[src/rtl/enc_lbist_pkg.sv]
// Shared constants for the encoder logic-BIST controller: FSM states,
// PRPG seed/taps and MISR polynomial.
package enc_lbist_pkg;

  typedef enum logic [2:0] {
    S_IDLE,
    S_SHIFT,
    S_CAPTURE,
    S_UNLOAD,
    S_DONE
  } state_e;

  localparam int          PRPG_W    = 16;
  // x^16+x^14+x^13+x^11+1 -> feedback from bits 15,13,12,10
  localparam logic [15:0] PRPG_TAPS = 16'hB400;
  localparam logic [15:0] PRPG_SEED = 16'hACE1;

  localparam int          SIG_W     = 16;
  localparam logic [15:0] MISR_POLY = 16'h002D;

  function automatic logic [PRPG_W-1:0] prpg_step(input logic [PRPG_W-1:0] s);
    return {s[PRPG_W-2:0], ^(s & PRPG_TAPS)};
  endfunction

endpackage

[src/rtl/enc_misr.sv]
// Multiple-input signature register with enable and synchronous clear.
module enc_misr
  import enc_lbist_pkg::*;
#(
  parameter int               WIDTH = SIG_W,
  parameter logic [WIDTH-1:0] POLY  = MISR_POLY,
  parameter int               N_IN  = 4
) (
  input  logic             clk_i,
  input  logic             rst_ni,
  input  logic             clr_i,
  input  logic             en_i,
  input  logic [N_IN-1:0]  data_i,
  output logic [WIDTH-1:0] sig_o
);

  logic [WIDTH-1:0] sig_q, sig_d, data_ext;

  always_comb begin
    data_ext             = '0;
    data_ext[N_IN-1:0]   = data_i;
    sig_d = {sig_q[WIDTH-2:0], 1'b0} ^ (sig_q[WIDTH-1] ? POLY : '0) ^ data_ext;
  end

  always_ff @(posedge clk_i or negedge rst_ni) begin
    if (!rst_ni)     sig_q <= '0;
    else if (clr_i)  sig_q <= '0;
    else if (en_i)   sig_q <= sig_d;
  end

  assign sig_o = sig_q;

endmodule

[src/rtl/enc_lbist_ctrl.sv]
// Logic-BIST controller: PRPG-driven shift/capture sequencing over
// NUM_CHAINS scan chains with MISR compaction of the chain outputs.
module enc_lbist_ctrl
  import enc_lbist_pkg::*;
#(
  parameter int NUM_CHAINS = 4,
  parameter int CHAIN_LEN  = 64,
  parameter int PAT_W      = 8,
  parameter int MISR_W     = SIG_W
) (
  input  logic                  clk,
  input  logic                  reset,
  input  logic                  start,
  input  logic                  abort,
  input  logic [PAT_W-1:0]      num_patterns,
  input  logic [NUM_CHAINS-1:0] scan_out,
  output logic                  scan_en,
  output logic [NUM_CHAINS-1:0] scan_in,
  output logic                  busy,
  output logic                  done,
  output logic [MISR_W-1:0]     signature
);

  localparam int               CNT_W   = $clog2(CHAIN_LEN);
  localparam logic [CNT_W-1:0] SH_LAST = CNT_W'(CHAIN_LEN - 1);

  state_e              state_q;
  logic [PRPG_W-1:0]   prpg_q;
  logic [PAT_W-1:0]    np_q, pat_q, pat_inc;
  logic [CNT_W-1:0]    sh_q;
  logic                scan_en_q, busy_q, done_q;
  logic                misr_clr, misr_en;

  assign pat_inc = pat_q + 1'b1;

  always_ff @(posedge clk or negedge reset) begin
    if (!reset) begin
      state_q   <= S_IDLE;
      prpg_q    <= PRPG_SEED;
      np_q      <= '0;
      pat_q     <= '0;
      sh_q      <= '0;
      scan_en_q <= 1'b0;
      busy_q    <= 1'b0;
      done_q    <= 1'b0;
    end else begin
      done_q <= 1'b0;
      if (abort && state_q != S_IDLE) begin
        state_q   <= S_IDLE;
        scan_en_q <= 1'b0;
        busy_q    <= 1'b0;
        sh_q      <= '0;
      end else begin
        unique case (state_q)
          S_IDLE: begin
            if (start) begin
              np_q   <= num_patterns;
              pat_q  <= '0;
              sh_q   <= '0;
              prpg_q <= PRPG_SEED;
              busy_q <= 1'b1;
              if (num_patterns == '0) begin
                state_q <= S_DONE;
                done_q  <= 1'b1;
              end else begin
                state_q   <= S_SHIFT;
                scan_en_q <= 1'b1;
              end
            end
          end
          S_SHIFT: begin
            prpg_q <= prpg_step(prpg_q);
            if (sh_q == SH_LAST) begin
              sh_q      <= '0;
              state_q   <= S_CAPTURE;
              scan_en_q <= 1'b0;
            end else begin
              sh_q <= sh_q + 1'b1;
            end
          end
          S_CAPTURE: begin
            pat_q     <= pat_inc;
            scan_en_q <= 1'b1;
            state_q   <= (pat_inc == np_q) ? S_UNLOAD : S_SHIFT;
          end
          S_UNLOAD: begin
            if (sh_q == SH_LAST) begin
              sh_q      <= '0;
              state_q   <= S_DONE;
              scan_en_q <= 1'b0;
              done_q    <= 1'b1;
            end else begin
              sh_q <= sh_q + 1'b1;
            end
          end
          S_DONE: begin
            state_q <= S_IDLE;
            busy_q  <= 1'b0;
          end
          default: begin
            state_q   <= S_IDLE;
            busy_q    <= 1'b0;
            scan_en_q <= 1'b0;
          end
        endcase
      end
    end
  end

  // The first SHIFT window (pat_q == 0) unloads uninitialised flops, so it is masked.
  assign misr_clr = (state_q == S_IDLE) && start;
  assign misr_en  = !abort &&
                    (((state_q == S_SHIFT) && (pat_q != '0)) || (state_q == S_UNLOAD));

  enc_misr #(
    .WIDTH (MISR_W),
    .POLY  (MISR_W'(MISR_POLY)),
    .N_IN  (NUM_CHAINS)
  ) u_misr (
    .clk_i  (clk),
    .rst_ni (reset),
    .clr_i  (misr_clr),
    .en_i   (misr_en),
    .data_i (scan_out),
    .sig_o  (signature)
  );

  assign scan_en = scan_en_q;
  assign busy    = busy_q;
  assign done    = done_q;
  assign scan_in = (state_q == S_SHIFT) ? prpg_q[NUM_CHAINS-1:0] : '0;

endmodule

[config.mk]
export PLATFORM = sky130hd
export DESIGN_NAME = enc_lbist_ctrl
export DESIGN_NICKNAME = d
export VERILOG_FILES = /design/src/rtl/enc_lbist_pkg.sv /design/src/rtl/enc_misr.sv /design/src/rtl/enc_lbist_ctrl.sv
export SDC_FILE = /design/constraint.sdc
export NUM_CORES = 1
export LEC_CHECK = 0
export CAP_MARGIN = 15
export CORE_AREA = 3 3 82 84
export DETAILED_ROUTE_END_ITERATION = 10
export DIE_AREA = 0 0 85 87
export PLACE_DENSITY = 0.81
export SYNTH_ARGS = -nofsm -noshare
export SYNTH_HDL_FRONTEND = slang
export SYNTH_SLANG_ARGS = --single-unit
[constraint.sdc]
create_clock -name clk -period 3.51 [get_ports clk]
set_input_delay 0.702 -clock clk [delete_from_list [all_inputs] [get_ports clk]]
set_output_delay 0.702 -clock clk [all_outputs]
set_load 0.02 [all_outputs]
==> results by group <==
Run status
  – Outcome: finished clean

Route
  – First drt pass iteration count: 5
  – DR DRC count: 0
  – Avg Vias per Cell: between 5 and 6
  – WL final: 6560 um
  – 1st-iter DRT viols: 190
  – Detail Route Antenna Nets: 0
  – DR vias: 2406
  – WL per Instance: between 15 and 20 um

Setup path
  – Slowest stage delay, CP: 0.62 ns
  – Crit-path cells: nor2_1 > and3_1 > clkdlybuf4s50_1
  – Worst reg2reg path depth: 4
  – RR Startpoint: state_q[1]
  – Critical Path AT: 2.07 ns
  – Crit path launch: state_q[1]
  – Slowest-stage cell, CP: clkdlybuf4s50_1
  – CP Max Fanout: 10
  – Crit path to: scan_in[1]
  – R2R setup slack: around 1.5 ns
  – CP required: 2.81 ns
  – Worst Path Buf+Inv: 1
  – Crit end category: primary output
  – Type of element launching the critical path: register
  – CP top delay family: buffers and inverters
  – Number of cells on the critical path: 3
  – End of the worst register-to-register path: prpg_q[10]
  – Kind of critical path: reg -> out

Final layout
  – Final net count: 372
  – Filler cells: 500
  – Area growth, synth to finish: 20.6%
  – Number of antenna diodes: 0
  – Share of layout cells above drive strength 1: 0.101

Pwr
  – Switching power: just under 0.5 mW
  – Logic pwr share: 0.173
  – Internal power: ~1.3 mW
  – Total power: between 1.5 and 2 mW
  – Clk pwr share: 0.341
  – Pleak: roughly 1.5 nW
  – Sw Ratio: 0.282
  – Pwr dens: 490 nW/um^2
  – Sequential fraction of design power: 0.486
  – Worst VDD drop: 413 uV

Logic synthesis
  – Synth Area per Inst: 9.47 sq um
  – Ys flop type: dfrtp_1
  – Largest family of logic cells by synthesized area: simple AND/OR/NAND/NOR gates
  – Mux cell area share after synthesis: 0.0201
  – Most common cell in the netlist: nand2_1
  – Synth Area in Adders: 0.0126
  – Post-synthesis compound-gate area fraction: 0.155
  – Count of different cell masters after synthesis: 47
  – Cells after Synth: 315
  – Syn Nets: around 330
  – Top cells by count, synth: nand2_1 (69), dfrtp_1 (52), o21ai_1 (24), a21oi_1 (19), nor2_1 (15)
  – Share of the synthesized area in the top cell type: 0.436
  – XOR/XNOR share of the synthesized area: 0.0587
  – Post-synth EDFFs: 0
  – Simple-Gate Fraction of Synth Area: 0.218
  – Synth area leaders: dfrtp_1 (44%), nand2_1 (8.7%), dfstp_2 (7.0%), o21ai_1 (4.0%), xnor2_1 (3.5%)
  – Register area share after synthesis: 0.507
  – Largest area contributor in the netlist: dfrtp_1
  – Synth Register Bits: 60
  – Mapped Area: approximately 3000 sq um
  – Yosys warns: 0
  – Async SR Flop Fraction: 1.00

STA
  – RSZ-0062 raised after global routing: no
  – Slew headroom: 0.564
  – Worst slew pin tran: 0.654 ns
  – Fin crit share: 0.789
  – Final worst path period need: 2.77 ns
  – Fmax achieved: 361 MHz
  – Final Max Tran Viols: 0
  – Hold Fails Final Rpt: 0
  – Fin Setup TNS: 0 ns
  – Post-Route Skew: 0.00336 ns
  – Finish-stage setup viols: 0

Floorplanning
  – Floorplan row count: 28
  – Die Span Y: 87 um
  – # IOs: 39
  – Die width: around 85 um
  – Core area: between 5000 and 6000 sq um
  – Die ar.: about 7400 sq um
  – Starting density of the core: 0.498

CTS
  – Skew-Pair Late Insertion Delay: 0.34 ns
  – Root buffer cell: clkbuf_8
  – Clock tree buffer depth: 2
  – CTS tree: yes
  – Depth of the CTS H-tree: 3
  – Post-CTS Setup Bufs: 0
  – Cts hold-fix bufs: 0
  – Worst-path clk slew: 0.07 ns
  – Clk sink count: 60
  – CTS Buf Count: 9
  – Post-CTS sizing: 0

Global route
  – First-pass GRT wire length: 11100 um
  – Largest net degree at the start of global routing: 42
  – GRT Total Usage: 0.191
  – Total grt overflow: 0
  – Initial antenna violation count: 0
  – Vias in the first global route: roughly 2300

Place
  – GP Congestion: 0.837
  – IO buf count: 38
  – HPWL after DPL: 4670 um

Hold path
  – Hold/Removal Path Class: in -> async

Job
  – Max cap viols: 0
==> kinds of logic after synthesis <==
group,count (synthesis)
buf+inv,19
mux,5
xor+xnor,20
simple gates,135
flops,60
compound gates,73
fa+ha+maj,3
==> how the worst min path moves through the flow <==
stage	end	slack (ns)	depth (start not counted)
finish	u_misr.sig_o[0]	0.30	1
global route	u_misr.sig_o[0]	0.32	1
CTS	u_misr.sig_o[0]	0.30	1
detailed placement	prpg_q[2]	0.48	1
global placement	prpg_q[2]	0.46	1
floorplan	busy	0.41	0
==> routing by layer <==
layer,up-vias,routed length [um],global-route usage
li1,1173,-,-
met2,68,3120,0.292
met1,1156,3050,0.265
met4,0,95,0.0777
met3,9,289,0.0416
met5,-,0,0
==> flip-flops by register name, summed over array words and instances, names as in the netlist, 3 cells and up <==
name          count
u_misr.sig_o     16
prpg_q           16
np_q              8
sh_q              6
state_q           3
pat_q             8
==> power by group through the flow <==
stage / logic (mW) / registers (mW) / clock network [mW]
after floorplan: 0.206 / 0.849 / 0
after global placement: 0.293 / 0.862 / 0
after detailed placement: 0.305 / 0.867 / 0
after CTS: 0.309 / 0.856 / 0.609
after global routing: 0.339 / 0.867 / 0.640
final: 0.305 / 0.857 / 0.601
==> layout make-up <==
type,count,area (sq um),share of cell area
clock inverters,6,65.1,0.0181
flip-flops and latches,60,1510,0.420
clock buffers,10,128,0.0355
multi-input cells,236,1390,0.385
inverters,6,22.5,0.00626
repair buffers,40,390,0.109
well taps,75,93.8,0.0261
==> through the flow <==
| step | cell area [sq um] | instances | util | setup slack, ns | hold WS [ns] |
|---|---|---|---|---|---|
| global placement | 3400 | 417 | 0.568 | 0.947 | 0.459 |
| floorplan | 2980 | 315 | - | 1.72 | 0.406 |
| detailed placement | 3400 | 417 | 0.568 | 0.829 | 0.476 |
| finish | 3600 | 433 | 0.600 | 0.739 | 0.297 |
| global route | 3600 | 433 | 0.600 | 0.574 | 0.318 |
| CTS | 3600 | 433 | 0.600 | 0.707 | 0.302 |
==> cells in the final DEF (no fill, tap or decap), types with 3 or more instances in the layout <==
master            n
nand2_1          69
dfrtp_1          52
clkdlybuf4s50_1  37
o21ai_1          24
a21oi_1          19
nor2_1           15
nand3_1          13
xnor2_1          12
clkbuf_8          9
xor2_1            8
dfstp_2           8
and3_1            7
nand2b_1          7
o22a_1            7
inv_1             5
nor2b_1           5
a22o_1            5
nor4_1            4
mux2_1            4
o31ai_1           4
and2_1            3
ha_1              3
Note: power is estimated with default switching activity, not from simulation.
